[config.mk]
export PLATFORM = sky130hd
export DESIGN_NAME = mem_port_arbiter_flat
export DESIGN_NICKNAME = d
export VERILOG_FILES = /design/src/rtl/mem_port_arbiter_if.sv /design/src/rtl/mem_port_arbiter.sv /design/src/flat_wrapper.sv
export SDC_FILE = /design/constraint.sdc
export NUM_CORES = 1
export LEC_CHECK = 0
export ABC_AREA = 1
export CAP_MARGIN = 20
export CORE_AREA = 2 2 109 111
export CTS_CLUSTER_SIZE = 16
export DETAILED_ROUTE_END_ITERATION = 16
export DIE_AREA = 0 0 111 113
export GPL_ROUTABILITY_DRIVEN = 0
export HOLD_SLACK_MARGIN = 0.08
export SYNTH_ARGS = -nofsm -noshare
export SYNTH_HDL_FRONTEND = slang
export SYNTH_SLANG_ARGS = --single-unit
[constraint.sdc]
create_clock -name clk -period 1.7 [get_ports clk]
set_input_delay 0.34 -clock clk [delete_from_list [all_inputs] [get_ports clk]]
set_output_delay 0.34 -clock clk [all_outputs]
set_load 0.02 [all_outputs]
[src/rtl/mem_port_arbiter_if.sv]
// Bus bundle between the fetch/load-store requesters, the memory port
// arbiter and the single-port unified memory.
// slave  : arbiter view (takes requests and memory read data)
// master : requester/memory view (drives requests and memory read data)
interface mem_port_arbiter_if #(
    parameter int unsigned AW = 32,
    parameter int unsigned DW = 32
);
    localparam int unsigned BW = DW / 8;

    // fetch port
    logic          if_req;
    logic [AW-1:0] if_addr;
    logic          if_gnt;
    logic          if_stall;
    logic          if_rvalid;
    logic [DW-1:0] if_rdata;

    // load/store port
    logic          d_req;
    logic          d_we;
    logic [AW-1:0] d_addr;
    logic [DW-1:0] d_wdata;
    logic [BW-1:0] d_be;
    logic          d_gnt;
    logic          d_stall;
    logic          d_rvalid;
    logic [DW-1:0] d_rdata;

    // memory port
    logic          m_en;
    logic          m_we;
    logic [AW-1:0] m_addr;
    logic [DW-1:0] m_wdata;
    logic [BW-1:0] m_be;
    logic [DW-1:0] m_rdata;

    modport slave (
        input  if_req, if_addr,
        input  d_req, d_we, d_addr, d_wdata, d_be,
        input  m_rdata,
        output if_gnt, if_stall, if_rvalid, if_rdata,
        output d_gnt, d_stall, d_rvalid, d_rdata,
        output m_en, m_we, m_addr, m_wdata, m_be
    );

    modport master (
        output if_req, if_addr,
        output d_req, d_we, d_addr, d_wdata, d_be,
        output m_rdata,
        input  if_gnt, if_stall, if_rvalid, if_rdata,
        input  d_gnt, d_stall, d_rvalid, d_rdata,
        input  m_en, m_we, m_addr, m_wdata, m_be
    );
endinterface

[src/rtl/mem_port_arbiter.sv]
// Arbiter sharing one single-port unified I/D memory between the fetch
// stage and the load/store stage. The data port wins by default; a
// starvation counter forces one fetch grant after STARVE_MAX denials.
// Optional macro ARB_PERF_CNT_EN adds stall / forced-grant counters.
module mem_port_arbiter #(
    parameter int unsigned AW         = 32,
    parameter int unsigned DW         = 32,
    parameter int unsigned STARVE_MAX = 4
) (
    input  logic                 clk,
    input  logic                 reset,
    mem_port_arbiter_if.slave    bus
`ifdef ARB_PERF_CNT_EN
    ,
    output logic [31:0]          perf_if_stall,
    output logic [31:0]          perf_d_stall,
    output logic [31:0]          perf_forced
`endif
);
    localparam int unsigned BW = DW / 8;
    localparam int unsigned CW = 4;
    localparam logic [CW-1:0] STARVE_LIM = CW'(STARVE_MAX);

    typedef enum logic [1:0] {
        OWN_NONE = 2'd0,
        OWN_IF   = 2'd1,
        OWN_D_RD = 2'd2,
        OWN_D_WR = 2'd3
    } own_e;

    own_e          own_q, own_d;
    logic [CW-1:0] starve_q, starve_d;
    logic          if_win;
    logic          d_win;

    // Byte-offset bits never reach the word-aligned memory address.
    logic unused_addr_lsbs;
    assign unused_addr_lsbs = ^{bus.if_addr[1:0], bus.d_addr[1:0]};

    // Owner of the in-flight response and the fetch starvation count.
    always_ff @(posedge clk) begin
        if (reset) begin
            own_q    <= OWN_NONE;
            starve_q <= '0;
        end else begin
            own_q    <= own_d;
            starve_q <= starve_d;
        end
    end

    // Grant decision, memory mux, next owner, starvation count and responses.
    always_comb begin
        if_win       = 1'b0;
        d_win        = 1'b0;
        own_d        = OWN_NONE;
        starve_d     = '0;
        bus.m_en     = 1'b0;
        bus.m_we     = 1'b0;
        bus.m_addr   = '0;
        bus.m_wdata  = '0;
        bus.m_be     = '0;
        bus.if_rvalid = 1'b0;
        bus.if_rdata  = '0;
        bus.d_rvalid  = 1'b0;
        bus.d_rdata   = '0;

        if (!reset) begin
            if_win = bus.if_req && (!bus.d_req || (starve_q == STARVE_LIM));
            d_win  = bus.d_req && !if_win;
        end

        if (if_win) begin
            bus.m_en   = 1'b1;
            bus.m_addr = {bus.if_addr[AW-1:2], 2'b00};
            bus.m_be   = {BW{1'b1}};
            own_d      = OWN_IF;
        end else if (d_win) begin
            bus.m_en    = 1'b1;
            bus.m_we    = bus.d_we;
            bus.m_addr  = {bus.d_addr[AW-1:2], 2'b00};
            bus.m_wdata = bus.d_wdata;
            bus.m_be    = bus.d_we ? bus.d_be : {BW{1'b1}};
            own_d       = bus.d_we ? OWN_D_WR : OWN_D_RD;
        end

        if (bus.if_req && !if_win) begin
            starve_d = (starve_q >= STARVE_LIM) ? STARVE_LIM : starve_q + CW'(1);
        end

        if (!reset) begin
            case (own_q)
                OWN_IF: begin
                    bus.if_rvalid = 1'b1;
                    bus.if_rdata  = bus.m_rdata;
                end
                OWN_D_RD: begin
                    bus.d_rvalid = 1'b1;
                    bus.d_rdata  = bus.m_rdata;
                end
                OWN_D_WR: begin
                    bus.d_rvalid = 1'b1;
                end
                default: begin
                    bus.if_rvalid = 1'b0;
                end
            endcase
        end

        bus.if_gnt   = if_win;
        bus.d_gnt    = d_win;
        bus.if_stall = !reset && bus.if_req && !if_win;
        bus.d_stall  = !reset && bus.d_req && !d_win;
    end

`ifdef ARB_PERF_CNT_EN
    // Wrapping event counters: stall cycles per port and starvation wins.
    always_ff @(posedge clk) begin
        if (reset) begin
            perf_if_stall <= '0;
            perf_d_stall  <= '0;
            perf_forced   <= '0;
        end else begin
            if (bus.if_stall) perf_if_stall <= perf_if_stall + 32'd1;
            if (bus.d_stall)  perf_d_stall  <= perf_d_stall + 32'd1;
            if (if_win && bus.d_req) perf_forced <= perf_forced + 32'd1;
        end
    end
`endif
endmodule

[src/flat_wrapper.sv]
// flat-port wrapper written by rule: the top's interface ports become plain ports
module mem_port_arbiter_flat 
#(
    parameter int unsigned AW         = 32,
    parameter int unsigned DW         = 32,
    parameter int unsigned STARVE_MAX = 4
)
  (clk, reset, bus_if_req, bus_if_addr, bus_d_req, bus_d_we, bus_d_addr, bus_d_wdata, bus_d_be, bus_m_rdata, bus_if_gnt, bus_if_stall, bus_if_rvalid, bus_if_rdata, bus_d_gnt, bus_d_stall, bus_d_rvalid, bus_d_rdata, bus_m_en, bus_m_we, bus_m_addr, bus_m_wdata, bus_m_be);
  mem_port_arbiter_if #(.AW(AW), .DW(DW)) bus_i ();
  input  logic clk;
  input  logic reset;
  input wire logic [$bits(bus_i.if_req)-1:0] bus_if_req;
  input wire logic [$bits(bus_i.if_addr)-1:0] bus_if_addr;
  input wire logic [$bits(bus_i.d_req)-1:0] bus_d_req;
  input wire logic [$bits(bus_i.d_we)-1:0] bus_d_we;
  input wire logic [$bits(bus_i.d_addr)-1:0] bus_d_addr;
  input wire logic [$bits(bus_i.d_wdata)-1:0] bus_d_wdata;
  input wire logic [$bits(bus_i.d_be)-1:0] bus_d_be;
  input wire logic [$bits(bus_i.m_rdata)-1:0] bus_m_rdata;
  output wire logic [$bits(bus_i.if_gnt)-1:0] bus_if_gnt;
  output wire logic [$bits(bus_i.if_stall)-1:0] bus_if_stall;
  output wire logic [$bits(bus_i.if_rvalid)-1:0] bus_if_rvalid;
  output wire logic [$bits(bus_i.if_rdata)-1:0] bus_if_rdata;
  output wire logic [$bits(bus_i.d_gnt)-1:0] bus_d_gnt;
  output wire logic [$bits(bus_i.d_stall)-1:0] bus_d_stall;
  output wire logic [$bits(bus_i.d_rvalid)-1:0] bus_d_rvalid;
  output wire logic [$bits(bus_i.d_rdata)-1:0] bus_d_rdata;
  output wire logic [$bits(bus_i.m_en)-1:0] bus_m_en;
  output wire logic [$bits(bus_i.m_we)-1:0] bus_m_we;
  output wire logic [$bits(bus_i.m_addr)-1:0] bus_m_addr;
  output wire logic [$bits(bus_i.m_wdata)-1:0] bus_m_wdata;
  output wire logic [$bits(bus_i.m_be)-1:0] bus_m_be;
  assign bus_i.if_req = bus_if_req;
  assign bus_i.if_addr = bus_if_addr;
  assign bus_i.d_req = bus_d_req;
  assign bus_i.d_we = bus_d_we;
  assign bus_i.d_addr = bus_d_addr;
  assign bus_i.d_wdata = bus_d_wdata;
  assign bus_i.d_be = bus_d_be;
  assign bus_i.m_rdata = bus_m_rdata;
  assign bus_if_gnt = bus_i.if_gnt;
  assign bus_if_stall = bus_i.if_stall;
  assign bus_if_rvalid = bus_i.if_rvalid;
  assign bus_if_rdata = bus_i.if_rdata;
  assign bus_d_gnt = bus_i.d_gnt;
  assign bus_d_stall = bus_i.d_stall;
  assign bus_d_rvalid = bus_i.d_rvalid;
  assign bus_d_rdata = bus_i.d_rdata;
  assign bus_m_en = bus_i.m_en;
  assign bus_m_we = bus_i.m_we;
  assign bus_m_addr = bus_i.m_addr;
  assign bus_m_wdata = bus_i.m_wdata;
  assign bus_m_be = bus_i.m_be;
  mem_port_arbiter #(.AW(AW), .DW(DW), .STARVE_MAX(STARVE_MAX)) u_core (.clk(clk), .reset(reset), .bus(bus_i));
endmodule
# [Word level (Yosys, flattened, before mapping)]
# Cells that the tools add are included.
[word_totals] regBits=6 out_inout_bits=140 inputBits=137 word_cells=54
[classes] add_sub_neg=1 n_reduce_logical=17 n_lt_le_gt_ge=1 bitwise_logic=2 n_eq_ne=4 mux=25
[op_table] op="32-bit 2-to-1 mux" n=8
[op_table] op="1-bit 2-to-1 mux" n=13
[op_table] op="4-bit 2-to-1 mux" n=3
[op_table] op="1-bit logical AND" n=7
[op_table] op="3-bit OR reduction" n=2
[op_table] op="1-bit logical NOT" n=5
[op_table] op="4-bit by 1-bit adder with 4-bit output, second input constant" n=1
[op_table] op="2-bit equality test, second input constant" n=2
[op_table] op="4-bit by 3-bit equality test with 1-bit output, second input constant" n=1
[op_table] op="4-bit by 3-bit greater-or-equal comparator with 1-bit output, second input constant" n=1
[op_table] op="2-bit OR reduction" n=2
[op_table] op="3-bit 2-to-1 mux" n=1
[op_table] op="2-bit by 1-bit equality test with 1-bit output, second input constant" n=1
[op_table] op="1-bit inverter" n=2
[op_table] op="1-bit logical OR" n=1

# [Depth between registers and ports, before layout]
[depth] ltp_word=8 depth_mapped=8 ltp_nobuf=7

# [Least setup slack after synthesis]
# Ideal clock, no wire load.
[synth_path] kind="reg2out" from="register u_core.starve_q[0]" to="output bus_m_wdata[23]" required_ns=1.360 path_stages_with_launch=9 t_arrival_ns=1.319 setup_slack_ns=0.041 n_path_buf=1 cell_sequence="dfxtp_1 inv_1 ha_1 nand3_2 nand2_2 nand2_4 nand2_4 buf_6 nor2_1"
[synth_between] elab_chain_cells=8 word_cells_on_any_way=9 classes_between="1 x eq/ne; 4 x mux; 4 x reduce/logical"
[synth_lines] item="start: declaration" line_no="mem_port_arbiter.sv:32" rtl="logic [CW-1:0] starve_q, starve_d;"
[synth_lines] item="start signal: assignment" line_no="mem_port_arbiter.sv:47" rtl="starve_q <= starve_d;"
[synth_lines] item="4-bit by 3-bit equality test with 1-bit output (*)" line_no="mem_port_arbiter.sv:68" rtl="if_win = bus.if_req && (!bus.d_req || (starve_q == STARVE_LIM));"
[synth_lines] item="1-bit logical OR (*)" line_no="mem_port_arbiter.sv:68"
[synth_lines] item="1-bit logical AND (*)" line_no="mem_port_arbiter.sv:68"
[synth_lines] item="1-bit logical NOT" line_no="mem_port_arbiter.sv:69" rtl="d_win = bus.d_req && !if_win;"
[synth_lines] item="1-bit logical AND" line_no="mem_port_arbiter.sv:69"
[synth_lines] item="1-bit 2-to-1 mux" line_no="mem_port_arbiter.sv:67" rtl="if (!reset) begin"
[synth_lines] item="32-bit 2-to-1 mux" line_no="mem_port_arbiter.sv:77" rtl="end else if (d_win) begin"
[synth_lines] item="32-bit 2-to-1 mux (*)" line_no="mem_port_arbiter.sv:72" rtl="if (if_win) begin"
[synth_lines] item="end: declaration" line_no="flat_wrapper.sv:31" rtl="output wire logic [$bits(bus_i.m_wdata)-1:0] bus_m_wdata;"
# Mark *: on every way between the ends. The rest lies on a longest branch, timed or not.

# [Final worst setup path]
[layout_path] from="register u_core.starve_q[0]" to="output bus_m_addr[3]"
[layout_between] elab_chain_cells=8 word_cells_on_any_way=9 classes_between="1 x eq/ne; 4 x mux; 4 x reduce/logical"
[layout_lines] item="4-bit by 3-bit equality test with 1-bit output (*)" line_no="mem_port_arbiter.sv:68"
[layout_lines] item="1-bit logical OR (*)" line_no="mem_port_arbiter.sv:68"
[layout_lines] item="1-bit logical AND (*)" line_no="mem_port_arbiter.sv:68"
[layout_lines] item="1-bit logical NOT" line_no="mem_port_arbiter.sv:69"
[layout_lines] item="1-bit logical AND" line_no="mem_port_arbiter.sv:69"
[layout_lines] item="1-bit 2-to-1 mux" line_no="mem_port_arbiter.sv:67"
[layout_lines] item="32-bit 2-to-1 mux" line_no="mem_port_arbiter.sv:77"
[layout_lines] item="32-bit 2-to-1 mux (*)" line_no="mem_port_arbiter.sv:72"
[layout_lines] item="end: declaration" line_no="flat_wrapper.sv:30" rtl="output wire logic [$bits(bus_i.m_addr)-1:0] bus_m_addr;"
# Marks and branches as above.

==> results by stage <==
Power and ir drop:
- The completed layout was analyzed and its total power is 1.85 mW.
- The power per cell area is 336 nW/um^2.
- The leakage power is 2.77 nW.
- IR analysis of the VDD net gives a maximum drop of 0.000274 V.

Floorplanning:
- The die is 111 um wide.
- The die covers 12500 um^2.
- The initial core utilization is 13.7%.
- The die is 113 um tall.
- The placement row count is 39.
- The number of primary I/O pins is 277.
- In this run the standard cell core region covers 11300 um^2.

Final layout:
- The area growth from synthesis to layout is 258%.
- The share of post-route cells with drive strength above 1 is 47.2%.
- The number of inserted diodes is 0.
- At the end of the flow, the number of nets in the layout was 776.

Run status:
- The run finished, with violations left.
- The checks that failed: setup timing.

Synthesis:
- The largest total area in the synthesized netlist belongs to sky130_fd_sc_hd__nor2_1.
- The Yosys step of the flow raised 0 warnings.
- The number of enable flip-flop cells after synthesis is 0.
- In the synthesized netlist the async set-or-reset flop fraction comes to 0%.
- The share of the synthesized area in the top cell type is 26.0%.
- The cell area that synthesis handed to floorplanning was 1540 um^2.
- After synthesis, the cell types taking the most area are sky130_fd_sc_hd__nor2_1 (26%), sky130_fd_sc_hd__inv_1 (19%), sky130_fd_sc_hd__nand3_1 (19%).
- The register area share after synthesis is 7.79%.
- The number of instances in the synthesized netlist is 329.
- The most instantiated flip-flop cell in the synthesis netlist is sky130_fd_sc_hd__dfxtp_1.
- The average footprint of a synthesized cell is 4.69 um^2.
- In this run, synthesis produced a sequential element count of 6.
- In this run, distinct cell masters in the synthesized netlist total 19.

STA:
- The final critical-path required period is 1.89 ns.
- The worst hold slack across all endpoints is 0.500 ns.
- For the final database, setup skew stands at 0.000231 ns.
- The max-slew violation count is 0.
- The slack of the critical path is -0.189 ns.
- Setup violations remaining at the end of the flow were counted as 72.
- Derived from the worst setup path, the maximum achievable clock frequency is 0.529 GHz.
- Setup repair after global routing could not meet its margin everywhere.
- The number of hold violations in the final report is 0.
- The final cycle utilization of the critical path is 111%.

Setup path:
- The element type at the critical path end is an output port.
- The worst register-to-register path has a depth of 10.
- The origin of the critical flop-to-flop path is u_core.starve_q[0].
- Of all nets on the critical path, the largest fanout is 7.
- The endpoint required time on the critical path is 1.36 ns.
- The flop-to-flop setup slack is 0.27 ns.
- The arrival time reported for the critical path endpoint is 1.55 ns.
- In this run the critical register-to-register path is captured at u_core.own_q[1].
- The critical path launch point type is a register.
- The critical path class is register to output port.

Min path:
- For hold timing, the worst endpoint is u_core.starve_q[0].
- The source of the worst hold timing path is u_core.starve_q[0].
- The type of the tightest min-delay check is register to register.
- The number of instances on the worst hold path is 2.

Clocking:
- The clock latency reported for the late side of the worst-skew pair is 0.23 ns.
- The buffer cell driving the clock tree root is sky130_fd_sc_hd__clkbuf_16.
- In this run the deepest clock path goes through 2 buffers.
- The number of clock sinks is 6.
- After clock tree synthesis, the clock-pin slew on the worst setup and hold paths is 0.03 ns.
- The number of buffers created by CTS is 3.
- CTS built an H-tree with a depth of 1.
- After clock tree synthesis, the flow added hold-fix buffers numbering 0.
- TritonCTS built the clock tree.

Global route:
- The maximum number of pins on one net before global-route repair is 34.
- For this run, the total global-route usage over all layers was measured as 15.4%.
- The initial antenna violation count is 0.
- The number of global-route vias before repair is 3120.
- The first global-routing pass estimated 15800 um of wire.
- For this run the aggregate overflow at the end of global routing stands at 0.

Drt:
- The number of remaining DRC errors is 0.
- After detailed routing, the average wire length per cell comes to 14.6 um.
- The first-pass iteration count of the detailed router is 4.
- The final wirelength is 11300 um.
- In this run, the number of DRC markers left after iteration 0 of detailed routing was 132.
- The count of nets left with antenna violations once routing finished came out at 0.
- Using the TritonRoute via totals, the vias-per-cell ratio works out to 4.17.
- The detailed router placed 3245 vias in this run.

Place:
- The sum of net half-perimeters after detailed placement is 7210 um.
- The port buffer count is 270.

Run:
- The max capacitance violation total is 0.
## layer usage
metal	vias up	global-route usage, %	part of all wire, %	wire length [um]
li1	1577	-	-	-
met4	0	3.33	1.4	157
met2	188	29.4	53	6040
met3	12	3.43	8.1	922
met5	-	0	0	0
met1	1468	17.4	37	4220
## where the power goes
part	total, mW	internal, mW	leakage [nW]	switching, mW
logic	1.32	0.702	2.69	0.622
clock network	0.380	0.302	0.0370	0.0783
registers	0.150	0.148	0.0503	0.00283
total	1.85	1.15	2.77	0.703
## worst max-delay path, stage by stage, from the launching register on
cell	delay [ns]
sky130_fd_sc_hd__dfxtp_2	0.31
sky130_fd_sc_hd__inv_2	0.06
sky130_fd_sc_hd__ha_4	0.13
sky130_fd_sc_hd__nand3_4	0.07
sky130_fd_sc_hd__nand2_4	0.11
sky130_fd_sc_hd__nand2_8	0.09
sky130_fd_sc_hd__buf_6	0.15
sky130_fd_sc_hd__buf_16	0.15
sky130_fd_sc_hd__nand3_2	0.07
sky130_fd_sc_hd__nand2_2	0.06
sky130_fd_sc_hd__buf_6	0.13
## placed cells by master (no fill, tap or decap), drive strengths merged
cell type / count
clkbuf: 37
clkdlybuf4s50: 129
nor3: 2
inv: 81
nor2: 111
clkdlybuf4s15: 1
nand2: 43
a21oi: 4
nand3: 61
dlygate4sd2: 1
bufbuf: 1
buf: 152
dfxtp: 6
o21ai: 1
conb: 3
ha: 2
## logic make-up after synthesis
family                   share of synthesized area [%]
flip-flops                                        7.79
adder cells (fa/ha/maj)                           1.62
other                                            0.243
buffers and inverters                             29.5
AO/OA/AOI/OAI                                     1.62
AND/OR/NAND/NOR                                   59.2
## state kept, by name, indices dropped and copies added (netlist names)
signal           count
u_core.own_q         2
u_core.starve_q      4
## cells in the mapped netlist (2+ instances only)
| master | n |
|---|---|
| sky130_fd_sc_hd__nor3_1 | 2 |
| sky130_fd_sc_hd__nor2_1 | 107 |
| sky130_fd_sc_hd__nand3_1 | 60 |
| sky130_fd_sc_hd__nor2_4 | 2 |
| sky130_fd_sc_hd__nand2_4 | 2 |
| sky130_fd_sc_hd__nor2_2 | 2 |
| sky130_fd_sc_hd__inv_1 | 80 |
| sky130_fd_sc_hd__buf_4 | 7 |
| sky130_fd_sc_hd__dfxtp_1 | 6 |
| sky130_fd_sc_hd__a21oi_1 | 4 |
| sky130_fd_sc_hd__nand2_1 | 34 |
| sky130_fd_sc_hd__buf_2 | 13 |
| sky130_fd_sc_hd__ha_1 | 2 |
| sky130_fd_sc_hd__buf_6 | 3 |
## layout make-up
type / count / area, um^2
clock buffers: 3 / 75.1
well taps: 143 / 179
multi-input cells: 227 / 1660
fillers: 1070 / 5750
flip-flops and latches: 6 / 123
repair buffers: 318 / 3170
inverters: 81 / 307
## worst max path at each step
stage	from	endpoint
floorplan	u_core.starve_q[0]	bus_m_wdata[23]
global placement	reset	bus_m_wdata[9]
detailed placement	bus_d_req	bus_m_wdata[5]
CTS	u_core.starve_q[1]	bus_m_addr[17]
global route	u_core.starve_q[0]	bus_m_addr[3]
finish	u_core.starve_q[0]	bus_m_addr[3]
## through the flow
step | util, % | std cells | setup slack (ns) | setup TNS (ns) | cell area, um^2
3_5_place_dp | 39.7 | 740 | -0.858 | -99.75 | 4480
5_1_grt | 49.0 | 778 | -0.258 | -13.52 | 5520
6_report | 49.0 | 778 | -0.189 | -9.63 | 5520
2_1_floorplan | - | 331 | 0.0415 | 0 | 1550
3_3_place_gp | 39.7 | 740 | -0.787 | -97.14 | 4480
4_1_cts | 45.1 | 771 | -0.199 | -10.23 | 5090
## timing repair
action | 4_1_cts | 5_1_grt
buffers inserted | 18 | 1
setup endpoints to repair | 138 | 115
cloned | 10 | 6
gates resized for setup | 667 | 169
pin swaps | 28 | 26
Note: power is estimated with default switching activity, not from simulation.
